--- src/rtl/dmem_arbiter_pkg.sv ---
// dmem_arbiter_pkg: shared types and sizes for the data-memory arbiter
package dmem_arbiter_pkg;
    localparam int DMEM_SIZE  = 1024;
    localparam int DMEM_BYTES = DMEM_SIZE * 4;

    typedef enum logic [1:0] {
        MEM_BYTE = 2'b00,
        MEM_HALF = 2'b01,
        MEM_WORD = 2'b10
    } mem_size_e;

    typedef enum logic [1:0] {
        IDLE,
        ACCESS,
        RESP
    } dmem_arb_state_e;
endpackage

--- src/rtl/dmem_arbiter_if.sv ---
// dmem_arbiter_if: one requester's request/response channel into the arbiter
interface dmem_arbiter_if;
    logic        req_valid;
    logic        req_ready;
    logic        req_we;
    logic [1:0]  req_size;
    logic        req_unsigned;
    logic [31:0] req_addr;
    logic [31:0] req_wdata;
    logic        rsp_valid;
    logic [31:0] rsp_rdata;
    logic        rsp_err;

    modport master (
        output req_valid, req_we, req_size, req_unsigned, req_addr, req_wdata,
        input  req_ready, rsp_valid, rsp_rdata, rsp_err
    );

    modport slave (
        input  req_valid, req_we, req_size, req_unsigned, req_addr, req_wdata,
        output req_ready, rsp_valid, rsp_rdata, rsp_err
    );
endinterface

--- src/rtl/dmem_align_check.sv ---
// dmem_align_check: flags illegal size, misaligned half/word or out-of-range address
module dmem_align_check #(
    parameter int unsigned DMEM_BYTES = dmem_arbiter_pkg::DMEM_BYTES
) (
    input  logic [1:0]  i_size,
    input  logic [31:0] i_addr,
    output logic        o_err
);
    import dmem_arbiter_pkg::*;

    assign o_err = (i_size == 2'b11)
                 | ((i_size == MEM_HALF) & i_addr[0])
                 | ((i_size == MEM_WORD) & (|i_addr[1:0]))
                 | (i_addr >= DMEM_BYTES);
endmodule

--- src/rtl/dmem_arbiter.sv ---
// dmem_arbiter: two-port arbiter sequencing single-cycle accesses to the data memory
module dmem_arbiter #(
    parameter int unsigned DMEM_BYTES = dmem_arbiter_pkg::DMEM_BYTES,
    parameter int unsigned FIXED_PRIO = 0
) (
    input  logic          clk,
    input  logic          rst,
    dmem_arbiter_if.slave m0,
    dmem_arbiter_if.slave m1,
    output logic          mem_read,
    output logic          mem_write,
    output logic [1:0]    mem_size,
    output logic          unsigned_load,
    output logic [31:0]   data_addr,
    output logic [31:0]   data_write_data,
    input  logic [31:0]   data_read_data
);
    import dmem_arbiter_pkg::*;

    dmem_arb_state_e r_state;
    logic            r_last;
    logic            r_port;
    logic            r_we;
    logic            r_uns;
    logic            r_err;
    logic [1:0]      r_size;
    logic [31:0]     r_addr;
    logic [31:0]     r_wdata;
    logic [31:0]     r_rdata;

    logic            w_open;
    logic            w_grant;
    logic            w_accept;
    logic            w_err;
    logic            w_drive;
    logic            w_rsp0;
    logic            w_rsp1;
    logic [1:0]      w_size;
    logic [31:0]     w_addr;

    // A new request can be taken whenever the memory bus is not busy
    assign w_open   = r_state != ACCESS;
    assign w_grant  = (m0.req_valid & m1.req_valid) ? ((FIXED_PRIO != 0) ? 1'b0 : ~r_last)
                                                    : m1.req_valid;
    assign w_accept = w_open & (m0.req_valid | m1.req_valid);

    assign m0.req_ready = w_open & m0.req_valid & ~w_grant;
    assign m1.req_ready = w_open & m1.req_valid & w_grant;

    assign w_size = w_grant ? m1.req_size : m0.req_size;
    assign w_addr = w_grant ? m1.req_addr : m0.req_addr;

    dmem_align_check #(.DMEM_BYTES(DMEM_BYTES)) u_align (
        .i_size (w_size),
        .i_addr (w_addr),
        .o_err  (w_err)
    );

    // Sequencer: latch the winning request, run one memory cycle, then present the response
    always_ff @(posedge clk or posedge rst) begin
        if (rst) begin
            r_state <= IDLE;
            r_last  <= 1'b1;
            r_port  <= 1'b0;
            r_we    <= 1'b0;
            r_uns   <= 1'b0;
            r_err   <= 1'b0;
            r_size  <= 2'b00;
            r_addr  <= '0;
            r_wdata <= '0;
            r_rdata <= '0;
        end else begin
            r_state <= (r_state == ACCESS) ? RESP : (w_accept ? ACCESS : IDLE);
            if (w_accept) begin
                r_last  <= w_grant;
                r_port  <= w_grant;
                r_we    <= w_grant ? m1.req_we : m0.req_we;
                r_uns   <= w_grant ? m1.req_unsigned : m0.req_unsigned;
                r_wdata <= w_grant ? m1.req_wdata : m0.req_wdata;
                r_size  <= w_size;
                r_addr  <= w_addr;
                r_err   <= w_err;
            end
            if (r_state == ACCESS)
                r_rdata <= (w_drive & ~r_we) ? data_read_data : '0;
        end
    end

    // Errored requests never reach the memory bus
    assign w_drive         = (r_state == ACCESS) & ~r_err;
    assign mem_read        = w_drive & ~r_we;
    assign mem_write       = w_drive & r_we;
    assign mem_size        = w_drive ? r_size : 2'b00;
    assign unsigned_load   = w_drive & r_uns;
    assign data_addr       = w_drive ? r_addr : '0;
    assign data_write_data = w_drive ? r_wdata : '0;

    assign w_rsp0       = (r_state == RESP) & ~r_port;
    assign w_rsp1       = (r_state == RESP) & r_port;
    assign m0.rsp_valid = w_rsp0;
    assign m0.rsp_rdata = w_rsp0 ? r_rdata : '0;
    assign m0.rsp_err   = w_rsp0 & r_err;
    assign m1.rsp_valid = w_rsp1;
    assign m1.rsp_rdata = w_rsp1 ? r_rdata : '0;
    assign m1.rsp_err   = w_rsp1 & r_err;
endmodule

--- src/flat_wrapper.sv ---
// flat-port wrapper written by rule: the top's interface ports become plain ports
module dmem_arbiter_flat import dmem_arbiter_pkg::*;
#(
    parameter int unsigned DMEM_BYTES = dmem_arbiter_pkg::DMEM_BYTES,
    parameter int unsigned FIXED_PRIO = 0
)
  (clk, rst, mem_read, mem_write, mem_size, unsigned_load, data_addr, data_write_data, data_read_data, m0_req_valid, m0_req_we, m0_req_size, m0_req_unsigned, m0_req_addr, m0_req_wdata, m0_req_ready, m0_rsp_valid, m0_rsp_rdata, m0_rsp_err, m1_req_valid, m1_req_we, m1_req_size, m1_req_unsigned, m1_req_addr, m1_req_wdata, m1_req_ready, m1_rsp_valid, m1_rsp_rdata, m1_rsp_err);
  dmem_arbiter_if m0_i ();
  dmem_arbiter_if m1_i ();
  input  logic clk;
  input  logic rst;
  output logic mem_read;
  output logic mem_write;
  output logic [1:0] mem_size;
  output logic unsigned_load;
  output logic [31:0] data_addr;
  output logic [31:0] data_write_data;
  input  logic [31:0] data_read_data;
  input wire logic [$bits(m0_i.req_valid)-1:0] m0_req_valid;
  input wire logic [$bits(m0_i.req_we)-1:0] m0_req_we;
  input wire logic [$bits(m0_i.req_size)-1:0] m0_req_size;
  input wire logic [$bits(m0_i.req_unsigned)-1:0] m0_req_unsigned;
  input wire logic [$bits(m0_i.req_addr)-1:0] m0_req_addr;
  input wire logic [$bits(m0_i.req_wdata)-1:0] m0_req_wdata;
  output wire logic [$bits(m0_i.req_ready)-1:0] m0_req_ready;
  output wire logic [$bits(m0_i.rsp_valid)-1:0] m0_rsp_valid;
  output wire logic [$bits(m0_i.rsp_rdata)-1:0] m0_rsp_rdata;
  output wire logic [$bits(m0_i.rsp_err)-1:0] m0_rsp_err;
  input wire logic [$bits(m1_i.req_valid)-1:0] m1_req_valid;
  input wire logic [$bits(m1_i.req_we)-1:0] m1_req_we;
  input wire logic [$bits(m1_i.req_size)-1:0] m1_req_size;
  input wire logic [$bits(m1_i.req_unsigned)-1:0] m1_req_unsigned;
  input wire logic [$bits(m1_i.req_addr)-1:0] m1_req_addr;
  input wire logic [$bits(m1_i.req_wdata)-1:0] m1_req_wdata;
  output wire logic [$bits(m1_i.req_ready)-1:0] m1_req_ready;
  output wire logic [$bits(m1_i.rsp_valid)-1:0] m1_rsp_valid;
  output wire logic [$bits(m1_i.rsp_rdata)-1:0] m1_rsp_rdata;
  output wire logic [$bits(m1_i.rsp_err)-1:0] m1_rsp_err;
  assign m0_i.req_valid = m0_req_valid;
  assign m0_i.req_we = m0_req_we;
  assign m0_i.req_size = m0_req_size;
  assign m0_i.req_unsigned = m0_req_unsigned;
  assign m0_i.req_addr = m0_req_addr;
  assign m0_i.req_wdata = m0_req_wdata;
  assign m0_req_ready = m0_i.req_ready;
  assign m0_rsp_valid = m0_i.rsp_valid;
  assign m0_rsp_rdata = m0_i.rsp_rdata;
  assign m0_rsp_err = m0_i.rsp_err;
  assign m1_i.req_valid = m1_req_valid;
  assign m1_i.req_we = m1_req_we;
  assign m1_i.req_size = m1_req_size;
  assign m1_i.req_unsigned = m1_req_unsigned;
  assign m1_i.req_addr = m1_req_addr;
  assign m1_i.req_wdata = m1_req_wdata;
  assign m1_req_ready = m1_i.req_ready;
  assign m1_rsp_valid = m1_i.rsp_valid;
  assign m1_rsp_rdata = m1_i.rsp_rdata;
  assign m1_rsp_err = m1_i.rsp_err;
  dmem_arbiter #(.DMEM_BYTES(DMEM_BYTES), .FIXED_PRIO(FIXED_PRIO)) u_core (.clk(clk), .rst(rst), .m0(m0_i), .m1(m1_i), .mem_read(mem_read), .mem_write(mem_write), .mem_size(mem_size), .unsigned_load(unsigned_load), .data_addr(data_addr), .data_write_data(data_write_data), .data_read_data(data_read_data));
endmodule
--- config.mk ---
export PLATFORM = sky130hd
export DESIGN_NAME = dmem_arbiter_flat
export DESIGN_NICKNAME = d
export VERILOG_FILES = /design/src/rtl/dmem_arbiter_pkg.sv /design/src/rtl/dmem_arbiter_if.sv /design/src/rtl/dmem_align_check.sv /design/src/rtl/dmem_arbiter.sv /design/src/flat_wrapper.sv
export SDC_FILE = /design/constraint.sdc
export NUM_CORES = 1
export LEC_CHECK = 0
export ABC_AREA = 1
export CAP_MARGIN = 20
export CORE_ASPECT_RATIO = 1.5
export CORE_UTILIZATION = 45
export DETAILED_ROUTE_END_ITERATION = 16
export PLACE_DENSITY = 0.87
export SLEW_MARGIN = 20
export SYNTH_ARGS = -nofsm -noshare
export SYNTH_HDL_FRONTEND = slang
export SYNTH_HIERARCHICAL = 1
export SYNTH_SLANG_ARGS = --single-unit
--- constraint.sdc ---
create_clock -name clk -period 6 [get_ports clk]
set_input_delay 1.2 -clock clk [delete_from_list [all_inputs] [get_ports clk]]
set_output_delay 1.2 -clock clk [all_outputs]
set_load 0.02 [all_outputs]
**Yosys cells after proc, flatten, opt, wreduce, memory -nomap -nowiden**

Index checks and enable logic that the tools add are counted.

- Bits of input ports: 172
- Output and inout bits: 139
- Bits in latches: 0
- Memories: 0
- Logic and storage cells: 57
- Memory bits (read-only): 0
- Bits in registers: 105
- Bits in writable memories: 0

- Bitwise gates (word level): 25
- Reduce and logical (&&, ||, !) cells: 1
- Add/subtract/negate cells: 0
- $mul: 0
- Mux-type cells: 14
- Divide/modulo/power cells: 0
- Shifts and indexed selects: 0
- Eq/ne operators: 6
- Magnitude comparators: 1

Operators by type and width:

| kind | count |
|---|---|
| $mux 32 | 7 |
| $ge 32x13->1 const B | 1 |
| $and 1x1->1 | 16 |
| $eq 2x2->1 const B | 3 |
| $mux 2 | 3 |
| $not 1->1 | 5 |
| $eq 2x1->1 const B | 2 |
| $mux 1 | 4 |
| $or 1x1->1 | 4 |
| $ne 2x1->1 const B | 1 |
| $reduce_or 2->1 | 1 |

**Longest topological paths before layout**

Gate-level depths: netlist of run 1.

- Depth after elaboration: 8
- Depth in mapped cells: 13
- Depth with buffers taken out: 12

**Cells and area by module**

Netlist of run 1, hierarchy kept.

By module, submodules not included:

| module | sequential area each (sq um) | cells each | area each (sq um) | instances |
|---|---|---|---|---|
| dmem_arbiter | 2628.8 | 1030 | 6500.0 | 1 |
| dmem_align_check | 0.0 | 34 | 136.4 | 1 |

**Least setup slack after synthesis of run 1**

OpenSTA, ideal clock, no wires.

- Path type: input to output
- Start: input port m0_req_valid
- End: output port m1_req_ready
- Data required time: 4800 ps
- Path buffers: 1
- Path slack: 2865 ps
- Arrival: 1935 ps
- Cell stages on the path: 4
- Cells stage by stage: nand2_1 > nand2_1 > buf_2 > nor2_1

- Cells in the longest elaborated chain, start to end: 3

RTL lines:

| what | RTL line | RTL |
|---|---|---|
| from (decl) | flat_wrapper.sv:19 | `input wire logic [$bits(m0_i.req_valid)-1:0] m0_req_valid;` |
| $and 1x1->1 | dmem_arbiter.sv:43 | `assign w_grant = (m0.req_valid & m1.req_valid) ? ((FIXED_PRIO != 0) ? 1'b0 : ~r_last)` |
| $mux 1 | dmem_arbiter.sv:43 |  |
| $and 1x1->1 | dmem_arbiter.sv:48 | `assign m1.req_ready = w_open & m1.req_valid & w_grant;` |
| to (decl) | flat_wrapper.sv:35 | `output wire logic [$bits(m1_i.req_ready)-1:0] m1_req_ready;` |

No other way between the ends.

**Worst setup path after layout of run 1**

- Start: register u_core.r_state[1]
- End: output port data_write_data[7]

- Cells in the longest elaborated chain, start to end: 3

RTL lines:

| what | RTL line | RTL |
|---|---|---|
| from (decl) | dmem_arbiter.sv:20 | `dmem_arb_state_e r_state;` |
| from (signal assigned) | dmem_arbiter.sv:73 | `r_state <= (r_state == ACCESS) ? RESP : (w_accept ? ACCESS : IDLE);` |
| $eq 2x1->1 | dmem_arbiter.sv:90 | `assign w_drive = (r_state == ACCESS) & ~r_err;` |
| $and 1x1->1 | dmem_arbiter.sv:90 |  |
| $mux 32 | dmem_arbiter.sv:96 | `assign data_write_data = w_drive ? r_wdata : '0;` |
| to (decl) | flat_wrapper.sv:17 | `output logic [31:0] data_write_data;` |

No other way between the ends.

==> flow_metrics.py, run 1 <==
metrics = {
    "sta": {
        "setup_viol": 0,
        "slew_headroom_pct": 31.3,
        "fin_crit_sh_pct": 80.3,
        "finalClockSkew_ns": 0.00837,
        "hold_violations": 0,
        "fin_tns_setup_ns": 0,
        "fmax_ghz": 0.207,
        "finalMaxSlewViolations": 0,
        "rsz0062_at_grt": "no",
        "tightest_slew_ns": 1.03,
        "min_period_ns": 4.82,
        "holdWs_ns": 0.473,
    },
    "hold_path": {
        "min_from": "u_core/r_last",
        "hold_path_depth": 2,
        "hp-class": "reg2reg",
    },
    "drt": {
        "wl_per_cell_um": 13.7,
        "drtPass1Iterations": 5,
        "initialDrtViolationCount": 299,
        "drcViolationCount": 0,
        "via_per_inst": 4.72,
        "vias": 7182,
        "ant_nets": 0,
        "wl_um": 20900,
    },
    "worst_setup_path": {
        "end_kind": "output pin",
        "start_kind": "flop",
        "cp_max_fo": 42,
        "r2r_slack_ns": 3.38,
        "crit_start": "u_core/r_state[1]",
        "critPathKind": "reg2out",
        "crit_arrival_ns": 3.62,
        "r2r_cells": 13,
        "r2r_end": "u_core/r_err",
        "worstPathRequired_ns": 4.80,
        "worstReg2RegStart": "u_core/r_last",
        "critical_path.endpoint": "data_write_data[7]",
    },
    "clocking": {
        "cts_setup_buffers": 0,
        "holdBufCountCts": 0,
        "cts_num_sinks": 105,
        "cts_resized": 0,
        "cts.clk_slew.worst_paths_ns": 0.07,
        "cts_tree": "built",
        "clock_latency_ns": 0.34,
        "h-tree-depth": 3,
        "cts_buffers": 9,
        "clockRootBuffer": "clkbuf_16",
        "clockBufferDepth": 2,
    },
    "final_layout": {
        "nets": 1497,
        "fin_util_pct": 70.7,
        "drive_gt1_share_pct": 2.86,
        "fin_cells": 1523,
        "register_area_um2": 2630,
        "multiInputGateArea_um2": 2710,
        "fill_cells": 1181,
        "area_delta_synth_final_pct": 52.0,
    },
    "power_and_ir_drop": {
        "ir_worst_vdd_v": 0.000214,
        "p_leak_uw": 0.00528,
        "p_per_area_nw_per_um2": 342,
    },
    "floorplan": {
        "core_area_um2": 14100,
        "die_area_um2": 15100,
        "initial_core_util_pct": 46.5,
        "io_pins": 311,
        "die_h_um": 150,
        "fp.dieW_um": 101,
        "rows": 53,
    },
    "synthesis": {
        "yosys_warnings": 6,
        "syn_inst": 1054,
        "syn_avg_cell_area_um2": 6.24,
        "synth_area_um2": 6570,
        "synth_fp_nets": 1226,
    },
    "run_status": {
        "status": "finished, final reports clean",
    },
    "placement": {
        "place.gp.congestion": 0.864,
        "io_buffers": 310,
        "dpl.cell_count": 1506,
        "hpwl_um": 15100,
    },
    "global_routing": {
        "grt_pass1_wl_um": 32500,
        "grtUsageTotal_pct": 27.8,
        "grt_overflow": 0,
        "antenna_found_initial": 1,
        "grt_pass1_vias": 6713,
        "grt_max_degree": 74,
    },
    "job": {
        "max-cap-violations": 0,
    },
}
-- metal layers --
layer	share of wire, %	track usage, %
met5	0	0
met4	3.6	13.3
met3	6.6	3.92
met2	54	51.9
met1	36	30.4
-- how the worst min path moves through the flow --
stage,to,slack (ns)
floorplan,u_core/r_last,0.44
global placement,u_core/r_wdata[28],0.46
detailed placement,u_core/r_last,0.46
CTS,u_core/r_last,0.47
global route,u_core/r_wdata[18],0.50
finish,u_core/r_last,0.47
-- power by group --
group | internal (µW) | switching [µW]
combinational | 604 | 1010
clock | 286 | 278
sequential | 1040 | 197
total | 1930 | 1480
-- sequential cells by signal, summed over array words and instances (netlist names) --
register and count:
u_core/r_size 2, u_core/r_addr 32, u_core/r_state 2, u_core/r_last 1
u_core/r_wdata 32, u_core/r_err 1, u_core/r_uns 1, u_core/r_we 1
u_core/r_port 1, u_core/r_rdata 32
-- critical path, cell delays in order (launching register included) --
cell             delay (ns)
dfrtp_1                0.44
inv_2                  0.08
nand2_2                0.37
nor2_4                 0.73
inv_2                  0.39
buf_4                  0.41
nor2_1                 0.18
clkdlybuf4s50_1        0.64
-- layout by cell type (no fill, tap or decap), drive strengths merged, types with 3 or more instances in the layout --
cell           instances
nand2                283
buf                    9
dfrtp                104
clkinv                 4
nor2                 149
clkbuf                 9
o21ai                  3
and2                  25
nand3                171
inv                  260
clkdlybuf4s50        309
-- area by class of cell --
type                            instances  share of cell area [%]
Multi-Input combinational cell        633                    27.1
Sequential cell                       105                    26.3
Antenna cell                            1                  0.0251
Timing Repair Buffer                  318                    31.6
Clock buffer                            9                    2.25
Inverter                              258                    9.72
Tap cell                              192                    2.40
Clock inverter                          7                   0.551
-- through the flow --
| stage | instance area, µm² | setup WS (ns) | power [µW] |
|---|---|---|---|
| finish | 9990 | 1.18 | 3410 |
| global route | 9990 | 0.900 | 3670 |
| CTS | 9990 | 1.16 | 3440 |
| detailed placement | 9710 | 1.55 | 2860 |
| global placement | 9710 | 1.63 | 2810 |
| floorplan | 6570 | 2.04 | 2240 |
Power figures use the tool's default switching activity.
==> run 2: changes to the inputs <==
- CORE_UTILIZATION: 45 -> 38
- PLACE_DENSITY: 0.87 -> 0.78
- clock period: 6 -> 4.2 ns (I/O delays scaled with it)
==> run 2 against run 1 <==
Clock skew rose by 0.0037 ns; critical path depth did not move; clock-buffer cell count rose by 1; sequential share of layout area fell by 0.26 points; via count fell by 2.7%; clock power rose by 56%; largest cell class unchanged; largest power group unchanged.
==> flow_metrics.py, run 2 (synthesis results as in run 1) <==
metrics = {
    "run_status": {
        "status": "finished, final reports clean",
    },
    "global_routing": {
        "grt_overflow": 0,
        "antenna_found_initial": 1,
        "use_met3_pct": 4.99,
        "use_met1_pct": 26.4,
        "grtUsageTotal_pct": 23.5,
        "grt.met2_usage_pct": 41.7,
        "grt_pass1_vias": 6746,
        "grt_pass1_wl_um": 32700,
        "top_usage_layer": "met2",
        "grt_max_degree": 73,
    },
    "placement": {
        "dpl.cell_count": 1529,
        "place_area_um2": 9780,
        "io_buffers": 310,
        "hpwl_um": 14600,
        "place.gp.congestion": 0.812,
    },
    "clocking": {
        "cts_tree": "built",
        "cts_resized": 0,
        "cts.clk_slew.worst_paths_ns": 0.07,
        "cts_num_sinks": 105,
        "holdBufCountCts": 0,
        "cts_setup_buffers": 0,
        "cts_buffers": 9,
        "clock_latency_ns": 0.34,
        "h-tree-depth": 3,
        "clockBufferDepth": 2,
        "clockRootBuffer": "clkbuf_16",
    },
    "worst_setup_path": {
        "cp.depth": 7,
        "start_kind": "flop",
        "path_delay_family": "buffers and inverters",
        "crit_top_cell": "inv_2",
        "r2r_slack_ns": 2.01,
        "r2r_cells": 12,
        "cp_num_buf_inv": 4,
        "cp_max_fo": 37,
        "worstPathRequired_ns": 3.36,
        "critPathKind": "reg2out",
        "worst_path_max_delay_cell": "clkdlybuf4s50_1",
        "end_kind": "output pin",
        "crit_start": "u_core/r_state[1]",
        "crit_chain": "inv_2 > nand2_2 > nor2_4 > inv_2 > buf_4 > nor2_1 > clkdlybuf4s50_1",
        "critical_path.endpoint": "data_addr[31]",
        "max_stage_delay_ns": 0.56,
        "r2r_end": "u_core/r_err",
        "crit_arrival_ns": 2.58,
        "worstReg2RegStart": "u_core/r_last",
    },
    "final_layout": {
        "area_delta_synth_final_pct": 53.5,
        "nets": 1502,
        "drive_gt1_share_pct": 3.22,
        "fin_cells": 1546,
        "top_regs": "u_core/r_addr: 32 flops, u_core/r_rdata: 32 flops, u_core/r_wdata: 32 flops",
        "most-common-layout-cells": "clkdlybuf4s50_1, nand2_1, inv_1",
        "final_common_cell": "clkdlybuf4s50_1",
        "final_cell_area_um2": 10100,
    },
    "sta": {
        "fmax_ghz": 0.292,
        "holdWs_ns": 0.470,
        "setup_viol": 0,
        "slew_headroom_pct": 45.6,
        "fin_crit_sh_pct": 81.5,
        "fin_tns_setup_ns": 0,
        "hold_violations": 0,
        "rsz0062_at_grt": "no",
        "finalClockSkew_ns": 0.0121,
        "min_period_ns": 3.42,
        "finalMaxSlewViolations": 0,
        "tightest_slew_ns": 0.816,
    },
    "floorplan": {
        "die_area_um2": 17800,
        "initial_core_util_pct": 39.0,
        "rows": 58,
        "io_pins": 311,
        "die_h_um": 163,
        "fp.dieW_um": 109,
        "core_area_um2": 16800,
    },
    "power_and_ir_drop": {
        "power.total_uw": 4940,
        "p_leak_uw": 0.00532,
        "ir_worst_vdd_v": 0.000282,
        "p_per_area_nw_per_um2": 489,
    },
    "drt": {
        "via_per_inst": 4.52,
        "initialDrtViolationCount": 311,
        "wl_per_cell_um": 13.2,
        "vias": 6989,
        "drcViolationCount": 0,
        "wl_um": 20400,
        "drtPass1Iterations": 4,
        "ant_nets": 0,
    },
    "job": {
        "max-cap-violations": 0,
    },
    "hold_path": {
        "hp-class": "reg2reg",
    },
}
-- run 2: cell type report --
class | count | area [µm²]
clock buffer | 10 | 239
timing repair buffer | 323 | 3210
multi-input combinational | 633 | 2710
tap | 210 | 263
clock inverter | 6 | 70.1
antenna | 1 | 2.50
fill | 1594 | 6750
sequential | 105 | 2630
inverter | 258 | 971
-- run 2: power breakdown --
group	internal [µW]	switching (µW)	total, µW
logic	882	1420	2300
clock network	487	394	882
registers	1490	265	1750
-- run 2: tightest hold or removal path: cells and delay by family, from the launching register on --
family | cells | cell delay (ns)
and+or+nand+nor | 2 | 0.09
DFF | 1 | 0.37
-- run 2: how the worst min path moves through the flow --
| stage | startpoint | to | slack [ns] | cells past startpoint |
|---|---|---|---|---|
| CTS | u_core/r_last | u_core/r_last | 0.47 | 2 |
| floorplan | u_core/r_last | u_core/r_last | 0.44 | 2 |
| global placement | u_core/r_last | u_core/r_last | 0.46 | 2 |
| finish | u_core/r_last | u_core/r_last | 0.47 | 2 |
| global route | u_core/r_last | u_core/r_last | 0.48 | 2 |
| detailed placement | u_core/r_last | u_core/r_last | 0.46 | 2 |
-- run 2: routing by layer --
metal  share of wire (%)  vias to the layer above
met5                   0                        -
met4                 3.1                        0
met3                 7.5                       36
met2                  51                      271
met1                  38                     3090
li1                    -                     3592
-- run 2: through the flow --
step / setup slack [ns] / utilization, %
floorplan: 0.601 / -
global placement: 1.02 / 58.1
detailed placement: 0.993 / 58.1
CTS: 0.704 / 59.9
global route: 0.568 / 59.9
finish: 0.775 / 59.9
==> run 3: changes to the inputs <==
- clock period: 4.2 -> 3.1 ns (I/O delays scaled with it)
==> run 3 against run 2 <==
Final area grew 0.52%; critical path type unchanged; die area stayed put; clock-buffer cell count shrank 1; cell count up 0.39%; register-to-register slack worse by 1.0 ns; routed wire length increased by 2.7%.
==> flow_metrics.py, run 3 (synthesis results as in run 1) <==
metrics = {
    "drt": {
        "wl_um": 21000,
        "via_per_inst": 4.66,
        "drcViolationCount": 0,
        "drtPass1Iterations": 5,
        "ant_nets": 0,
        "wl_per_cell_um": 13.5,
        "initialDrtViolationCount": 385,
        "vias": 7229,
    },
    "clocking": {
        "cts.clk_slew.worst_paths_ns": 0.07,
        "h-tree-depth": 3,
        "cts_num_sinks": 105,
        "cts_tree": "built",
        "cts_setup_buffers": 0,
        "cts_buffers": 9,
        "clockBufferDepth": 2,
        "clockRootBuffer": "clkbuf_16",
        "clock_latency_ns": 0.35,
    },
    "final_layout": {
        "drive_gt1_share_pct": 3.65,
        "area_delta_synth_final_pct": 54.3,
        "fin_util_pct": 60.2,
        "final_common_cell": "clkdlybuf4s50_1",
        "most-common-layout-cells": "clkdlybuf4s50_1, nand2_1, inv_1",
        "nets": 1508,
        "top_regs": "u_core/r_addr: 32 flops, u_core/r_rdata: 32 flops, u_core/r_wdata: 32 flops",
        "fill_cells": 1583,
    },
    "hold_path": {
        "min_to": "u_core/r_addr[1]",
        "hold_path_depth": 2,
        "hp-class": "reg2reg",
        "min_from": "u_core/r_addr[1]",
    },
    "sta": {
        "finalClockSkew_ns": 0.0112,
        "finalMaxSlewViolations": 0,
        "fin_crit_sh_pct": 90.8,
        "finalWorstSetupSlack_ns": 0.285,
        "slew_headroom_pct": 58.6,
        "fin_tns_setup_ns": 0,
        "tightest_slew_ns": 0.620,
        "rsz0062_at_grt": "no",
        "setup_viol": 0,
        "hold_violations": 0,
        "fmax_ghz": 0.355,
        "min_period_ns": 2.81,
    },
    "worst_setup_path": {
        "r2r_cells": 13,
        "start_kind": "flop",
        "path_delay_family": "buffers and inverters",
        "cp_num_buf_inv": 4,
        "max_stage_delay_ns": 0.62,
        "critPathKind": "reg2out",
        "worst_path_max_delay_cell": "clkdlybuf4s50_1",
        "end_kind": "output pin",
        "r2r_slack_ns": 0.97,
        "r2r_end": "u_core/r_err",
        "cp_max_fo": 23,
        "worstPathRequired_ns": 2.48,
        "worstReg2RegStart": "u_core/r_last",
        "crit_arrival_ns": 2.19,
        "crit_chain": "inv_2 > nand2_2 > nor2_4 > inv_4 > buf_4 > nor2_1 > clkdlybuf4s50_1",
    },
    "floorplan": {
        "core_area_um2": 16800,
        "initial_core_util_pct": 39.0,
        "die_area_um2": 17800,
        "rows": 58,
        "die_h_um": 163,
        "io_pins": 311,
        "fp.dieW_um": 109,
    },
    "global_routing": {
        "use_met1_pct": 25.7,
        "grt_overflow": 0,
        "grt_max_degree": 106,
        "top_usage_layer": "met2",
        "grt_pass1_wl_um": 33200,
        "antenna_found_initial": 1,
        "grt.met2_usage_pct": 44.1,
        "grt_pass1_vias": 6890,
        "use_met3_pct": 3.75,
        "grtUsageTotal_pct": 23.8,
    },
    "job": {
        "max-cap-violations": 0,
    },
    "placement": {
        "io_buffers": 310,
        "place.gp.congestion": 0.835,
        "dp_slack_ns": 0.307,
        "hpwl_um": 15600,
    },
    "power_and_ir_drop": {
        "p_leak_uw": 0.00535,
        "ir_worst_vdd_v": 0.000342,
        "p_per_area_nw_per_um2": 663,
    },
    "run_status": {
        "status": "finished, final reports clean",
    },
}
==> run 3: power by group <==
part | switching [µW] | leakage [µW] | internal (µW)
Clock | 545 | 0.000151 | 637
Sequential | 373 | 0.00131 | 2010
Combinational | 1940 | 0.00389 | 1230
Total | 2860 | 0.00535 | 3880
==> run 3: routing by layer <==
layer / up-vias / wire length (µm)
met5: - / 0
met3: 51 / 1540
li1: 3610 / -
met2: 284 / 10900
met4: 0 / 924
met1: 3284 / 7600
==> run 3: cell type report <==
cell class / instances / area (µm²) / area share (%)
flip-flops and latches: 105 / 2630 / 25.9
well taps: 210 / 263 / 2.59
clock buffers: 9 / 225 / 2.22
clock inverters: 7 / 75.1 / 0.740
diodes: 1 / 2.50 / 0.0247
inverters: 258 / 975 / 9.61
repair buffers: 329 / 3270 / 32.2
multi-input cells: 633 / 2710 / 26.7
==> run 3: worst reg2reg max path, stage by stage (launching register included) <==
cell and delay, ns:
dfstp_2 0.55, nand2_2 0.07, nand2_2 0.09, buf_4 0.41
nand2_1 0.16, and2_1 0.16, inv_1 0.05, nand2_1 0.04
nor2_1 0.12, nand2_1 0.08, nor2_1 0.08, nand2_1 0.06
nand2_1 0.06, o21ai_0 0.07
==> run 3: worst max-delay path by stage <==
stage	slack, ns	endpoint	from	cells past startpoint
3_3_place_gp	0.36	m0_req_ready	m0_req_valid	5
3_5_place_dp	0.31	u_core/r_err	m0_req_valid	14
4_1_cts	0.11	data_write_data[25]	u_core/r_state[1]	7
5_1_grt	0.16	data_write_data[24]	u_core/r_state[1]	7
2_1_floorplan	1.12	data_write_data[21]	u_core/r_state[1]	7
6_report	0.29	data_write_data[21]	u_core/r_state[1]	7
==> run 3: timing repair <==
action | CTS | global route
hold buffers | 0 | 0
endpoints found under the setup margin | 0 | 4
resized for setup | 0 | 2
==> run 3: per-stage QoR <==
step                hold WS, ns  power [µW]  std cells  area, µm²
global route              0.497        7290       1552      10100
global placement          0.461        5510       1535       9840
detailed placement        0.465        5570       1535       9840
finish                    0.481        6730       1552      10100
CTS                       0.485        6800       1551      10100
floorplan                 0.442        4340       1054       6580
